**config.mk**
```make
export PLATFORM = sky130hd
export DESIGN_NAME = dfp_arbiter
export DESIGN_NICKNAME = d
export VERILOG_FILES = /design/src/rtl/dfp_arbiter_pkg.sv /design/src/rtl/dfp_arbiter.sv
export SDC_FILE = /design/constraint.sdc
export NUM_CORES = 2
export LEC_CHECK = 0
export ABC_CLOCK_PERIOD_IN_PS = 3700
export CAP_MARGIN = 20
export CORE_AREA = 2 2 535 537
export DETAILED_ROUTE_END_ITERATION = 10
export DIE_AREA = 0 0 537 539
export SKIP_LAST_GASP = 1
export SLEW_MARGIN = 40
export SYNTH_ARGS = -nofsm -noshare
export SYNTH_HDL_FRONTEND = slang
export SYNTH_SLANG_ARGS = --single-unit
```
**constraint.sdc**
```tcl
create_clock -name clk -period 3.7 [get_ports clk]
set_input_delay 1.11 -clock clk [delete_from_list [all_inputs] [get_ports clk]]
set_output_delay 1.11 -clock clk [all_outputs]
set_load 0.03 [all_outputs]
```
**src/rtl/dfp_arbiter_pkg.sv**
```systemverilog
// Shared types and constants for the dfp arbiter.
//   arb_state_t : arbiter FSM state (IDLE -> BUSY -> DONE -> IDLE)
//   LINE_W      : cacheline width in bits
//   LINE_OFS    : number of byte-offset bits inside a line (32-byte lines)
package dfp_arbiter_pkg;

  typedef enum logic [1:0] {
    ARB_IDLE = 2'd0,
    ARB_BUSY = 2'd1,
    ARB_DONE = 2'd2
  } arb_state_t;

  localparam int LINE_W   = 256;
  localparam int LINE_OFS = 5;

  // Clears the in-line byte offset so the downstream port always sees
  // a line-aligned address.
  function automatic logic [31:0] line_align(input logic [31:0] addr);
    logic [31:0] mask;
    mask = (32'd1 << LINE_OFS) - 32'd1;
    return addr & ~mask;
  endfunction

endpackage

```
**src/rtl/dfp_arbiter.sv**
```systemverilog
// Two-to-one cacheline arbiter between the dcache and icache miss ports and
// the single line-level port of the cacheline adapter. One line transaction
// is in flight at a time: a winner is chosen in IDLE, its request is latched,
// forwarded downstream in BUSY, and completed with a one-cycle resp in DONE.
//
// Ports
//   clk, rst                   clock, synchronous active-high reset
//   p0_addr/read/write/wdata   dcache request (write = dirty-line writeback)
//   p0_rdata, p0_resp          dcache fill line and completion pulse
//   p1_addr/read               icache request (read-only)
//   p1_rdata, p1_resp          icache fill line and completion pulse
//   dn_addr/read/write/wdata   downstream request, driven from latched copies
//   dn_rdata, dn_resp          downstream fill line and completion pulse
//   o_dbg_state                current FSM state
//   o_dbg_starve_cnt           consecutive dcache wins while icache waited
//
// Handshake: an upstream port raises read (or write) and holds it, with
// stable address/data, until its resp pulse; it drops the request before the
// next IDLE sample. Downstream, read/write stay high until a one-cycle
// dn_resp, and dn_rdata is valid in that same cycle.
import dfp_arbiter_pkg::*;

module dfp_arbiter #(
  parameter int STARVE_LIMIT = 4,
  parameter int CNT_W        = 4
) (
  input  logic              clk,
  input  logic              rst,
  input  logic [31:0]       p0_addr,
  input  logic              p0_read,
  input  logic              p0_write,
  input  logic [LINE_W-1:0] p0_wdata,
  output logic [LINE_W-1:0] p0_rdata,
  output logic              p0_resp,
  input  logic [31:0]       p1_addr,
  input  logic              p1_read,
  output logic [LINE_W-1:0] p1_rdata,
  output logic              p1_resp,
  output logic [31:0]       dn_addr,
  output logic              dn_read,
  output logic              dn_write,
  output logic [LINE_W-1:0] dn_wdata,
  input  logic [LINE_W-1:0] dn_rdata,
  input  logic              dn_resp,
  output arb_state_t        o_dbg_state,
  output logic [CNT_W-1:0]  o_dbg_starve_cnt
);

  localparam logic [CNT_W-1:0] LIMIT = CNT_W'(STARVE_LIMIT);

  arb_state_t        r_state;
  arb_state_t        w_state_next;
  logic              r_owner;
  logic [31:0]       r_addr;
  logic              r_read;
  logic              r_write;
  logic [LINE_W-1:0] r_wdata;
  logic [LINE_W-1:0] r_p0_rdata;
  logic [LINE_W-1:0] r_p1_rdata;
  logic [CNT_W-1:0]  r_starve_cnt;

  logic w_p0_req;
  logic w_p1_req;
  logic w_any_req;
  logic w_grant1;

  assign w_p0_req  = p0_read | p0_write;
  assign w_p1_req  = p1_read;
  assign w_any_req = w_p0_req | w_p1_req;
  // Icache wins when alone, or when it has watched the dcache win
  // STARVE_LIMIT times in a row.
  assign w_grant1  = w_p1_req & (~w_p0_req | (r_starve_cnt == LIMIT));

  always_comb begin
    w_state_next = r_state;
    unique case (r_state)
      ARB_IDLE: if (w_any_req) w_state_next = ARB_BUSY;
      ARB_BUSY: if (dn_resp)   w_state_next = ARB_DONE;
      ARB_DONE: w_state_next = ARB_IDLE;
      default:  w_state_next = ARB_IDLE;
    endcase
  end

  always_ff @(posedge clk) begin
    if (rst) begin
      r_state      <= ARB_IDLE;
      r_owner      <= 1'b0;
      r_addr       <= '0;
      r_read       <= 1'b0;
      r_write      <= 1'b0;
      r_wdata      <= '0;
      r_p0_rdata   <= '0;
      r_p1_rdata   <= '0;
      r_starve_cnt <= '0;
    end else begin
      r_state <= w_state_next;
      unique case (r_state)
        ARB_IDLE: begin
          if (!p1_read || (w_any_req && w_grant1)) begin
            r_starve_cnt <= '0;
          end else if (w_p0_req && (r_starve_cnt != LIMIT)) begin
            r_starve_cnt <= r_starve_cnt + CNT_W'(1);
          end
          if (w_any_req) begin
            r_owner <= w_grant1;
            if (w_grant1) begin
              r_addr  <= line_align(p1_addr);
              r_read  <= 1'b1;
              r_write <= 1'b0;
            end else begin
              r_addr  <= line_align(p0_addr);
              // An illegal read+write collapses to a writeback.
              r_read  <= ~p0_write;
              r_write <= p0_write;
              r_wdata <= p0_wdata;
            end
          end
        end
        ARB_BUSY: begin
          // A writeback returns no line, so the dcache fill register keeps
          // its previous contents.
          if (dn_resp && r_read) begin
            if (r_owner) r_p1_rdata <= dn_rdata;
            else         r_p0_rdata <= dn_rdata;
          end
        end
        default: ;
      endcase
    end
  end

  assign dn_addr  = r_addr;
  assign dn_read  = (r_state == ARB_BUSY) & r_read;
  assign dn_write = (r_state == ARB_BUSY) & r_write;
  assign dn_wdata = r_wdata;
  assign p0_resp  = (r_state == ARB_DONE) & ~r_owner;
  assign p1_resp  = (r_state == ARB_DONE) &  r_owner;
  assign p0_rdata = r_p0_rdata;
  assign p1_rdata = r_p1_rdata;

  assign o_dbg_state      = r_state;
  assign o_dbg_starve_cnt = r_starve_cnt;

  a_p0_rw_exclusive: assert property (@(posedge clk) disable iff (rst)
    !(p0_read && p0_write));

endmodule

```
Yosys cells after proc, flatten, opt, wreduce, memory -nomap -nowiden --
Cells that the tools add are included.
Storage, ports and cells: flip-flop bits (word level) 809, input port bits 582, output and inout bits 810
Operators by class: add/sub/neg operators 1, eq/ne operators 6, muxes and demuxes 8, bitwise operators 12, reductions and logical operators 13
Operators with widths (number):
- two-way mux 32 bit | 1
- AND reduction 3 bit | 3
- two-way mux 4 bit | 2
- AND reduction 2 bit | 3
- AND 1 bit | 5
- adder 4 x 1 -> 4 bit, second input constant | 1
- equality test 4 x 3 -> 1 bit, second input constant | 1
- two-way mux 2 bit | 2
- inequality test 2 bit, second input constant | 2
- inequality test 4 x 3 -> 1 bit, second input constant | 1
- NOT 1 bit | 4
- case mux 2 bit (2 select lines) | 1
- logical AND 1 bit | 3
- bitwise OR 1 bit | 3
- equality test 2 x 1 -> 1 bit, second input constant | 1
- equality test 2 bit, second input constant | 1
- logical NOT 2 bit | 1
- two-way mux 1 bit | 2
- nonzero test 2 bit | 1
- logical NOT 1 bit | 1
- logical OR 1 bit | 1

Logic depth before layout (Yosys ltp) --
depth in word-level cells 8, gate-level depth with buffers 8

Least setup slack after synthesis --
OpenSTA, ideal clock, no wires.
kind register to output, start register r_state[1] (netlist: o_dbg_state[1]), end output port p0_resp, data arrival time 1.445 ns, data required time 2.590 ns, setup slack 1.145 ns, cell stages (with the launch flop) 2, cell sequence dfxtp_1 nor3b_1
Between the ends: word-level cells in the longest chain between the ends 2
RTL lines:
- from (decl) | RTL line dfp_arbiter.sv:51 | arb_state_t r_state;
- from (signal assigned) | RTL line dfp_arbiter.sv:96 | r_state <= w_state_next;
- equality test 2 bit | RTL line dfp_arbiter.sv:136 | assign p0_resp = (r_state == ARB_DONE) & ~r_owner;
- AND 1 bit | RTL line dfp_arbiter.sv:136
- to (decl) | RTL line dfp_arbiter.sv:34 | output logic p0_resp,
Every way passes these cells.

Worst setup path after layout --
Same ends and word-level chain as after synthesis.

==> flow_summary_export.csv <==
group,metric,value,unit
synthesis,synth_top_family_by_area,"multiplexers",
job,cap_violations,0,
synthesis,netlist_area,31400,um2
critical_path,cp_top_family,"flip-flops",
layout,layout.cells.most_common_list,"clkdlybuf4s50_1 (1354), dfxtp_1 (804), nand2_1 (770)",
sta,final-setup-viol-count,0,
synthesis,synth_fa_ha_area_share,0.0796,%
global_routing,overflow,0,
layout,final_common_cell,"clkdlybuf4s50_1",
clock_network,cts_buffer_depth,4,
clock_network,cts_buffers,104,
power,power.share.clock,44.7,%
global_routing,antenna_found_initial,202,
critical_path,cp_data_arrival_time,2290,ps
synthesis,synth_edf_count,0,
power,p_per_area,442,nW/um2
sta,finalSetupTns,0,ps
routing,wl_per_cell,29.2,um
synthesis,synthSimpleGateAreaFrac,14.9,%
routing,routed_wl,247000,um
layout,drive_gt1_share,6.71,%
synthesis,yosysSeqAreaShare,51.2,%
routing,ant_nets,0,
synthesis,synth_compound_area_share,12.0,%
routing,num_vias,32110,
power,power_switching,6.78,mW
synthesis,synthDistinctLibCells,43,
sta,worst_pin_slew,832,ps
run_status,status,"completed",
routing,firstDrtPassIters,5,
layout,nFillCells,31174,
place,hpwl,208000,um
critical_path,cp_cell_sequence,"nor3b_1 > buf_4",
global_routing,grt_max_degree,136,
synthesis,synthArstFlopShare,0,%
synthesis,yosys_warnings,0,
synthesis,ys.flop_type,"dfxtp_1",
critical_path,slowest_stage,"dfxtp_1",
power,p_int,16.8,mW
die,num_rows,196,
sta,fin_ws,305,ps
power,peakVddDrop,0.000346,V
synthesis,ys_seq_elements,804,
sta,rsz0062_at_grt,"false",
place,io_buffers,1376,
critical_path,cp_max_fo,8,
place,pre_cts_ws,338,ps
synthesis,muxShareOfSynthArea,16.3,%
global_routing,grt_pass1_wl,313000,um
layout,area_delta_synth_final,69.4,%
sta,post-route-period-util,91.8,%
critical_path,required,2590,ps
global_routing,grt_use_total,16.3,%
clock_network,cts-htree-levels,3,
clock_network,cts_resized,0,
power,p_comb_share,16.2,%
critical_path,end_kind,"output port",
clock_network,clock_sinks,804,
sta,min_period,3400,ps
critical_path,critPathKind,"flop to output port",
layout,multiInputGateArea,13700,um2
sta,relSlewSlack,44.3,%
sta,hold_viol,0,
clock_network,cts_root_buffer,"clkbuf_16",
sta,max_freq,0.295,GHz
clock_network,insertion_delay,840,ps
sta,skew,80.7,ps
die,start_util,11.1,%
die,die-area,289000,um2
clock_network,holdBufCountCts,0,
sta,maxSlewViolCount,0,
clock_network,clk_pin_slew,60,ps
routing,drc,0,
routing,routed_via_density,3.80,
critical_path,crit_path_start_kind,"flop",
synthesis,synth-xor-area-share,0.0557,%
synthesis,synthCells,3314,
critical_path,timing.critical_path.buf_inv,1,
die,core-area,284000,um2
min_path,min_path_type,"flop to flop",
die,top_level_ports,1392,
layout,regArea,16100,um2
routing,drt_iter0_drc,2398,
clock_network,post_cts_buffers,0,
global_routing,grt_pass1_vias,31152,
die,die_x,537,um
clock_network,cts_tree,"done",
place,gp_congestion,0.966,
layout,nets,5144,
power,p_leak,20.0,nW
critical_path,critPathMaxStageDelay,690,ps
power,seq_power_share,39.1,%
die,die_y,539,um
power,p_sw_share,28.8,%
synthesis,avgSynthCellArea,9.49,um2
==> cells in the mapped netlist, drive strengths merged (3+ instances only) <==
cell | n | area share, %
buf | 165 | 3.1
nand2 | 770 | 9.2
a21boi | 27 | 0.64
inv | 4 | 0.048
o31ai | 256 | 6.1
a21oi | 260 | 4.1
dfxtp | 804 | 51
o21ai | 3 | 0.048
nor2 | 5 | 0.076
mux2i | 512 | 16
nand4 | 258 | 5.1
clkbuf | 193 | 2.3
a221o | 27 | 0.86
==> routing by layer <==
layer | share of wire [%] | track usage (%) | vias up
li1 | - | - | 14324
met1 | 39 | 19.0 | 15525
met2 | 42 | 24.8 | 1739
met3 | 15 | 9.49 | 434
met4 | 3.4 | 4.93 | 88
met5 | 0.23 | 0 | -
==> power groups by stage <==
stage | clock network (mW) | logic [mW] | registers, mW
6_report | 10.5 | 3.81 | 9.22
5_1_grt | 11.1 | 4.00 | 9.25
4_1_cts | 10.9 | 3.84 | 9.21
3_5_place_dp | 0 | 3.83 | 9.40
3_3_place_gp | 0 | 3.81 | 9.38
2_1_floorplan | 0 | 1.08 | 10.0
==> worst reg2reg max path, stage by stage (launching register included) <==
cell     delay, ps
dfxtp_1        690
or2_4          640
buf_4          550
o31ai_1        180
a21oi_1        180
==> layout make-up <==
type	count	area share, %
multi-input cells	2152	25.7
clock buffers	145	5.61
repair buffers	1494	28.5
diodes	57	0.268
clock inverters	35	0.860
flip-flops and latches	804	30.2
inverters	4	0.0423
well taps	3762	8.84
==> registers in the layout, indices dropped and copies added, names as in the netlist <==
signal and count:
r_read 1, p0_rdata 256, dn_addr 27, p1_rdata 256, dn_wdata 256, r_write 1, o_dbg_starve_cnt 4, o_dbg_state 2
r_owner 1
==> path summary, 6_finish.rpt <==
check	startpoint	endpoint	slack (ps)	depth (start not counted)
setup reg to reg	o_dbg_state[1]	dn_wdata[144]	1390	4
hold reg to reg	p0_rdata[163]	p0_rdata[163]	450	2
hold / removal	p0_rdata[163]	p0_rdata[163]	450	2
setup / recovery	o_dbg_state[1]	p0_resp	300	2
==> cells by family (layout without fill, tap and decap cells) <==
kind of cell,count (synthesis),after routing
adders and majority gates,2,2
AOI/OAI and AO/OA,579,579
and+or+nand+nor,1052,1052
other,1,62
muxes,512,512
xor gates and xnor gates,2,2
buffers and inverters,362,1678
DFF,804,804
==> through the flow <==
stage	power [mW]	instances	area, um2	hold slack [ps]	utilization, %
after detailed placement	13.2	8216	49700	447	17.5
final	23.5	8453	53200	454	18.7
after global placement	13.2	8215	49600	443	17.5
after CTS	23.9	8396	53100	458	18.7
after global routing	24.4	8411	53100	471	18.7
after floorplan	11.1	3318	31500	449	-
Power figures use the tool's default switching activity.
